==> config.mk <==
export PLATFORM = sky130hd
export DESIGN_NAME = keypad_matrix_scanner
export DESIGN_NICKNAME = d
export VERILOG_FILES = /design/src/rtl/keypad_matrix_scanner.sv
export SDC_FILE = /design/constraint.sdc
export NUM_CORES = 1
export LEC_CHECK = 0
export ABC_CLOCK_PERIOD_IN_PS = 1900
export BUFFER_PORTS_ARGS = -buffer_cell sky130_fd_sc_hd__buf_2
export CAP_MARGIN = 0
export CORE_AREA = 5 5 89 91
export DETAILED_ROUTE_END_ITERATION = 10
export DIE_AREA = 0 0 94 96
export SETUP_SLACK_MARGIN = 0.15
export SYNTH_ARGS = -nofsm -noshare
export SYNTH_HDL_FRONTEND = slang
export SYNTH_SLANG_ARGS = --single-unit
==> constraint.sdc <==
create_clock -name Sys_CLK -period 1.9 [get_ports Sys_CLK]
set_input_delay 0.095 -clock Sys_CLK [delete_from_list [all_inputs] [get_ports Sys_CLK]]
set_output_delay 0.095 -clock Sys_CLK [all_outputs]
set_load 0.1 [all_outputs]
==> src/rtl/keypad_matrix_scanner.sv <==
// 4x4 matrix keypad scanner: walks an active-low row strobe, debounces a single
// column hit on the scan tick and reports it as {row, col} with a one-clock valid.
module keypad_matrix_scanner #(
    parameter int SCAN_DIV       = 5000,
    parameter int DEBOUNCE_TICKS = 4
) (
    input  logic       Sys_CLK,
    input  logic       Sys_RST,
    input  logic       EN,
    input  logic [3:0] COL,
    output logic [3:0] ROW,
    output logic [3:0] Key_Code,
    output logic       Key_Valid,
    output logic       Key_Down
);

    localparam int DIV_W = (SCAN_DIV > 1) ? $clog2(SCAN_DIV) : 1;
    localparam logic [DIV_W-1:0] DIV_MAX = DIV_W'(SCAN_DIV - 1);
    localparam logic [3:0] CNT_DONE = 4'(DEBOUNCE_TICKS);

    typedef enum logic [1:0] {
        SCAN     = 2'd0,
        DEBOUNCE = 2'd1,
        PRESSED  = 2'd2
    } state_t;

    function automatic logic [3:0] row_drive(input logic [1:0] idx);
        return ~(4'b0001 << idx);
    endfunction

    function automatic logic single_low(input logic [3:0] col);
        logic hit;
        case (col)
            4'b1110, 4'b1101, 4'b1011, 4'b0111: hit = 1'b1;
            default:                            hit = 1'b0;
        endcase
        return hit;
    endfunction

    function automatic logic [1:0] col_index(input logic [3:0] col);
        logic [1:0] idx;
        case (col)
            4'b1110: idx = 2'd0;
            4'b1101: idx = 2'd1;
            4'b1011: idx = 2'd2;
            4'b0111: idx = 2'd3;
            default: idx = 2'd0;
        endcase
        return idx;
    endfunction

    logic [3:0]       col_meta_r;
    logic [3:0]       col_sync_r;
    logic [DIV_W-1:0] div_r;
    logic             tick_s;
    state_t           state_r;
    logic [1:0]       row_idx_r;
    logic [1:0]       next_idx_s;
    logic [3:0]       pat_r;
    logic [3:0]       cnt_r;
    logic [3:0]       row_r;
    logic [3:0]       code_r;
    logic             valid_r;
    logic             down_r;

    assign tick_s     = EN && (div_r == DIV_MAX);
    assign next_idx_s = row_idx_r + 2'd1;

    assign ROW       = row_r;
    assign Key_Code  = code_r;
    assign Key_Valid = valid_r;
    assign Key_Down  = down_r;

    // Two-stage synchroniser for the asynchronous, pulled-up column inputs.
    always_ff @(posedge Sys_CLK) begin
        if (Sys_RST) begin
            col_meta_r <= 4'hF;
            col_sync_r <= 4'hF;
        end else begin
            col_meta_r <= COL;
            col_sync_r <= col_meta_r;
        end
    end

    // Scan-tick divider; held at zero while scanning is disabled.
    always_ff @(posedge Sys_CLK) begin
        if (Sys_RST) begin
            div_r <= '0;
        end else if (!EN) begin
            div_r <= '0;
        end else if (tick_s) begin
            div_r <= '0;
        end else begin
            div_r <= div_r + DIV_W'(1);
        end
    end

    // Scan / debounce / pressed state machine with registered keypad outputs.
    always_ff @(posedge Sys_CLK) begin
        if (Sys_RST) begin
            state_r   <= SCAN;
            row_idx_r <= 2'd0;
            row_r     <= 4'b1110;
            pat_r     <= 4'hF;
            cnt_r     <= 4'd0;
            code_r    <= 4'd0;
            valid_r   <= 1'b0;
            down_r    <= 1'b0;
        end else if (!EN) begin
            state_r   <= SCAN;
            row_idx_r <= 2'd0;
            row_r     <= 4'b1111;
            cnt_r     <= 4'd0;
            valid_r   <= 1'b0;
            down_r    <= 1'b0;
        end else begin
            valid_r <= 1'b0;
            // Re-derive the strobe every cycle so it recovers from the released state after EN returns.
            row_r   <= row_drive(row_idx_r);
            case (state_r)
                SCAN: begin
                    if (tick_s) begin
                        if (single_low(col_sync_r)) begin
                            pat_r   <= col_sync_r;
                            cnt_r   <= 4'd1;
                            state_r <= DEBOUNCE;
                        end else begin
                            row_idx_r <= next_idx_s;
                            row_r     <= row_drive(next_idx_s);
                        end
                    end
                end
                DEBOUNCE: begin
                    if (cnt_r == CNT_DONE) begin
                        code_r  <= {row_idx_r, col_index(pat_r)};
                        valid_r <= 1'b1;
                        down_r  <= 1'b1;
                        cnt_r   <= 4'd0;
                        state_r <= PRESSED;
                    end else if (tick_s) begin
                        if (col_sync_r == pat_r) begin
                            cnt_r <= cnt_r + 4'd1;
                        end else begin
                            cnt_r     <= 4'd0;
                            state_r   <= SCAN;
                            row_idx_r <= next_idx_s;
                            row_r     <= row_drive(next_idx_s);
                        end
                    end
                end
                PRESSED: begin
                    // Any column still low, including a second key, restarts the release count.
                    if (cnt_r == CNT_DONE) begin
                        down_r    <= 1'b0;
                        cnt_r     <= 4'd0;
                        state_r   <= SCAN;
                        row_idx_r <= next_idx_s;
                        row_r     <= row_drive(next_idx_s);
                    end else if (tick_s) begin
                        if (col_sync_r == 4'hF) begin
                            cnt_r <= cnt_r + 4'd1;
                        end else begin
                            cnt_r <= 4'd0;
                        end
                    end
                end
                default: begin
                    state_r <= SCAN;
                    cnt_r   <= 4'd0;
                end
            endcase
        end
    end

endmodule

==> summary by stage <==
Die
The die is 94 um wide. The die covers 9020 um2. The count of pins on the block boundary is 17. The number of cell rows is 31. The initial standard-cell utilization of the core is 0.292. The region available for standard cell placement spans 7060 um2.

In this run the vertical extent of the chip is 96 um.

Timing
The maximum clock frequency is 583 MHz. The largest clock skew in the final design is 0.00645 ns. In the post-route analysis, the smallest setup slack over all paths is 0.185 ns. Setup repair after global routing could not meet its margin everywhere. Of the available clock period, the critical path in the final layout requires 0.903. The hold violation count in the final report came to 0.

The transition time at the pin with the least slew margin is 0.503 ns. The final critical delay including setup and external delays is 1.72 ns. The max-slew violation count came to 0.

Adding up every negative setup slack in the final design gives 0 ns. The worst slew slack as a fraction of its limit is 0.664. The count of final setup violators is 0.

Clocking
At the later pin of the worst-skew pair, clock insertion delay measures 0.30 ns. The TritonCTS clock tree is yes. The root buffer cell chosen for the clock tree is sky130_fd_sc_hd__clkbuf_8. The register clock-pin slew on the reported worst setup and hold paths is 0.08 ns. The clock passes through at most 2 buffers. Clock tree synthesis found a total of 43 sinks. The H-tree generated during clock tree synthesis spans 2 levels. The number of clock buffers added by TritonCTS is 5.

Finish
Counting the fill cells in the layout gives 723. The repair_antennas step left the layout with diodes totalling 0. At the end of the flow, the number of nets in the layout was 273. The post-synthesis to final-layout area growth is 22.9%. The fraction of layout instances using a drive strength above 1 is 0.288.

Run
Max-cap violations in this run came to 0.

Place
In this run the tool buffered the top-level ports with 16 buffer cells. Before CTS, the worst setup slack after placement is 0.120 ns. The HPWL after detailed placement is 2920 um. The placer's final routability congestion estimate is 0.848.

Pwr
The analysis attributes to cell leakage a power of 1.02 nW. Of the total power, the share spent switching nets is 0.223. The clock share of power is 0.385.

The switching component of the power is 0.000369 W. The maximum vdd ir drop is 0.000362 V. The internal power consumption is 0.00129 W. The share of total power dissipated in combinational logic is 0.060. Power spread over the standard cell area amounts to 653 nW/um2.

The fraction of power consumed by sequential logic is 0.555.

Critical path
The critical-path maximum fanout is 5. Together, buffers and inverters on the worst path number 1. Traced cell by cell, the critical path runs through inv_1, ha_2, nand3b_2, and2_4, o2bb2ai_4, a21oi_4, mux2_4. STA classifies the critical path startpoint as a flop.

The launching instance or port of the critical path is cnt_r[0]. The kind of capture point of the worst setup path is a flop. Data arrives at the worst endpoint at 1.91 ns. The largest individual stage delay along the critical path comes from the cell sky130_fd_sc_hd__dfxtp_2. The required time of the worst setup path is 2.09 ns. The dominant delay contributor by cell family on the critical path is compound AO/OA/AOI/OAI gates.

The worst setup path is of the reg2reg kind. For flop-to-flop paths, the worst setup slack is 0.18 ns. The worst flop-to-flop path startpoint is cnt_r[0]. The highest cell delay on the worst timing path is 0.33 ns.

Logic synthesis
For this run, the leading register cell type out of synthesis is sky130_fd_sc_hd__dfxtp_1. The synthesized net count is 241. The synthesized netlist occupies a cell area of 2060 um2. The count of cell types in the netlist is 46.

The post-synthesis instance total is 227. Counting flops with a built-in enable in the synthesized netlist gives 0. The mean instance size in the synthesized netlist is 9.09 um2.

The Yosys step of the flow raised 0 warnings. After synthesis the netlist holds a flip-flop and latch count of 43. The share of async-settable or async-resettable flops after synthesis is 0. The proportion of synthesized chip area in sequential cells is 0.417.

Run status
The flow ran to the end, and the final reports show no timing, DRC or antenna violations.

Hold path
The worst hold-check path type is in2reg. The launch instance of the worst min-delay path is Sys_RST.

Global route
The final global-route overflow total is 0. In the global route stage, overall resource usage came out at 0.0989. The first global-routing pass estimated 7010 um of wire. The via count of the first global-routing pass came to 1563. The maximum number of pins on one net before global-route repair is 19. The initial antenna violation count is 0.

Route
After the first detailed-routing iteration, the DRC count stood at 102. After detailed routing, the average wire length per cell comes to 11.7 um. In the routed layout, each cell is associated on average with a via count of 4.54. For this run, design rule violations remaining after detail routing come to 0.

The number of detailed-route iterations in the first pass is 4. The number of vias after detailed routing is 1631. The final layout contains routed wiring with a total length of 4200 um. The count of nets left with antenna violations once routing finished came out at 0.
-- kinds of logic after synthesis --
group,after synthesis,share of synthesized area
AOI/OAI and AO/OA,31,0.118
and+or+nand+nor,105,0.267
buffers and inverters,17,0.0376
DFF,43,0.417
xor gates and xnor gates,18,0.0801
muxes,5,0.0315
adders and majority gates,8,0.0479
-- flip-flops by register name, indices dropped and copies added (netlist names), 2 cells and up --
register	cells
Key_Code	4
ROW	4
col_meta_r	4
state_r	2
cnt_r	4
row_idx_r	2
div_r	13
col_sync_r	4
pat_r	4
-- path summary, 6_finish.rpt --
kind                   endpoint  cells after the start
hold / removal      Key_Code[1]                      3
hold reg to reg   col_sync_r[2]                      1
setup / recovery         ROW[3]                      7
setup reg to reg         ROW[3]                      7
-- synth_stat cells (3+ instances only) --
master                     instances  area share
sky130_fd_sc_hd__a211o_1           4       0.017
sky130_fd_sc_hd__a21oi_1           8       0.019
sky130_fd_sc_hd__a31oi_1           4       0.012
sky130_fd_sc_hd__and2_1            3      0.0091
sky130_fd_sc_hd__buf_4             3       0.011
sky130_fd_sc_hd__clkbuf_1          4      0.0073
sky130_fd_sc_hd__dfxtp_1          43        0.42
sky130_fd_sc_hd__ha_1              7       0.042
sky130_fd_sc_hd__inv_1             8       0.015
sky130_fd_sc_hd__mux2_4            3       0.022
sky130_fd_sc_hd__nand2_1          21       0.038
sky130_fd_sc_hd__nand2b_1          3      0.0091
sky130_fd_sc_hd__nand3_1          11       0.027
sky130_fd_sc_hd__nand4_1           5       0.015
sky130_fd_sc_hd__nand4b_1          4       0.017
sky130_fd_sc_hd__nor2_1           33       0.060
sky130_fd_sc_hd__nor2b_1           3      0.0091
sky130_fd_sc_hd__o21ai_0           3      0.0073
sky130_fd_sc_hd__or2_2             9       0.027
sky130_fd_sc_hd__xnor2_1           8       0.034
sky130_fd_sc_hd__xor2_1            9       0.038
-- what timing repair did --
item,in CTS,in global routing
resized for setup,5,15
pin swaps,1,3
setup endpoints to repair,5,13
setup buffers,0,6
hold endpoints to repair,4,0
hold buffers,4,0
-- placed cells by master, fill, tap and decap left out, drive strengths merged, types with 4 or more instances in the layout --
master       netlist  final
a31oi              4      4
xnor2              9      9
inv                8      8
a21oi              9      9
or2                9      9
nor2              34     34
ha                 7      7
dfxtp             43     43
nand3             12     12
nand4b             4      4
dlygate4sd3        0      4
buf                5     30
nand4              5      5
a211o              4      4
nand2             21     21
xor2               9      9
clkbuf             4      8
-- metrics by stage --
step            util  hold WS [ns]  instances  cell area [um2]  power, W
6_report       0.359         0.224        359             2540   0.00166
4_1_cts        0.345         0.211        353             2440   0.00167
5_1_grt        0.359         0.233        359             2540   0.00174
3_3_place_gp   0.323         0.278        341             2280   0.00102
3_5_place_dp   0.323         0.283        341             2280   0.00103
2_1_floorplan      -         0.199        227             2060   0.00100
-- metal layers --
metal	global-route usage	routed length (um)	part of all wire	vias up
met1	0.124	2090	0.50	748
met5	0	0	0	-
met4	0.0493	73	0.017	0
met2	0.148	1830	0.44	33
met3	0.0367	203	0.048	7
li1	-	-	-	843
-- worst min-delay path: cells and delay by family --
family	cells	cell delay, ns
buffers and inverters	2	0.32
and+or+nand+nor	1	0.07
-- power by group through the flow --
stage          clock, W  combinational, W  sequential (W)
2_1_floorplan         0         0.0000557        0.000945
3_3_place_gp          0         0.0000828        0.000941
3_5_place_dp          0         0.0000843        0.000942
4_1_cts        0.000662         0.0000910        0.000920
5_1_grt        0.000708          0.000109        0.000921
6_report       0.000637         0.0000991        0.000919
-- area by class of cell --
class | instances | area [um2] | area share
multi-input combinational | 167 | 1190 | 0.468
sequential | 43 | 871 | 0.343
timing repair buffer | 34 | 225 | 0.0888
tap | 99 | 124 | 0.0488
clock buffer | 8 | 100 | 0.0395
inverter | 8 | 30.0 | 0.0118
(Power assumes the default switching activity.)
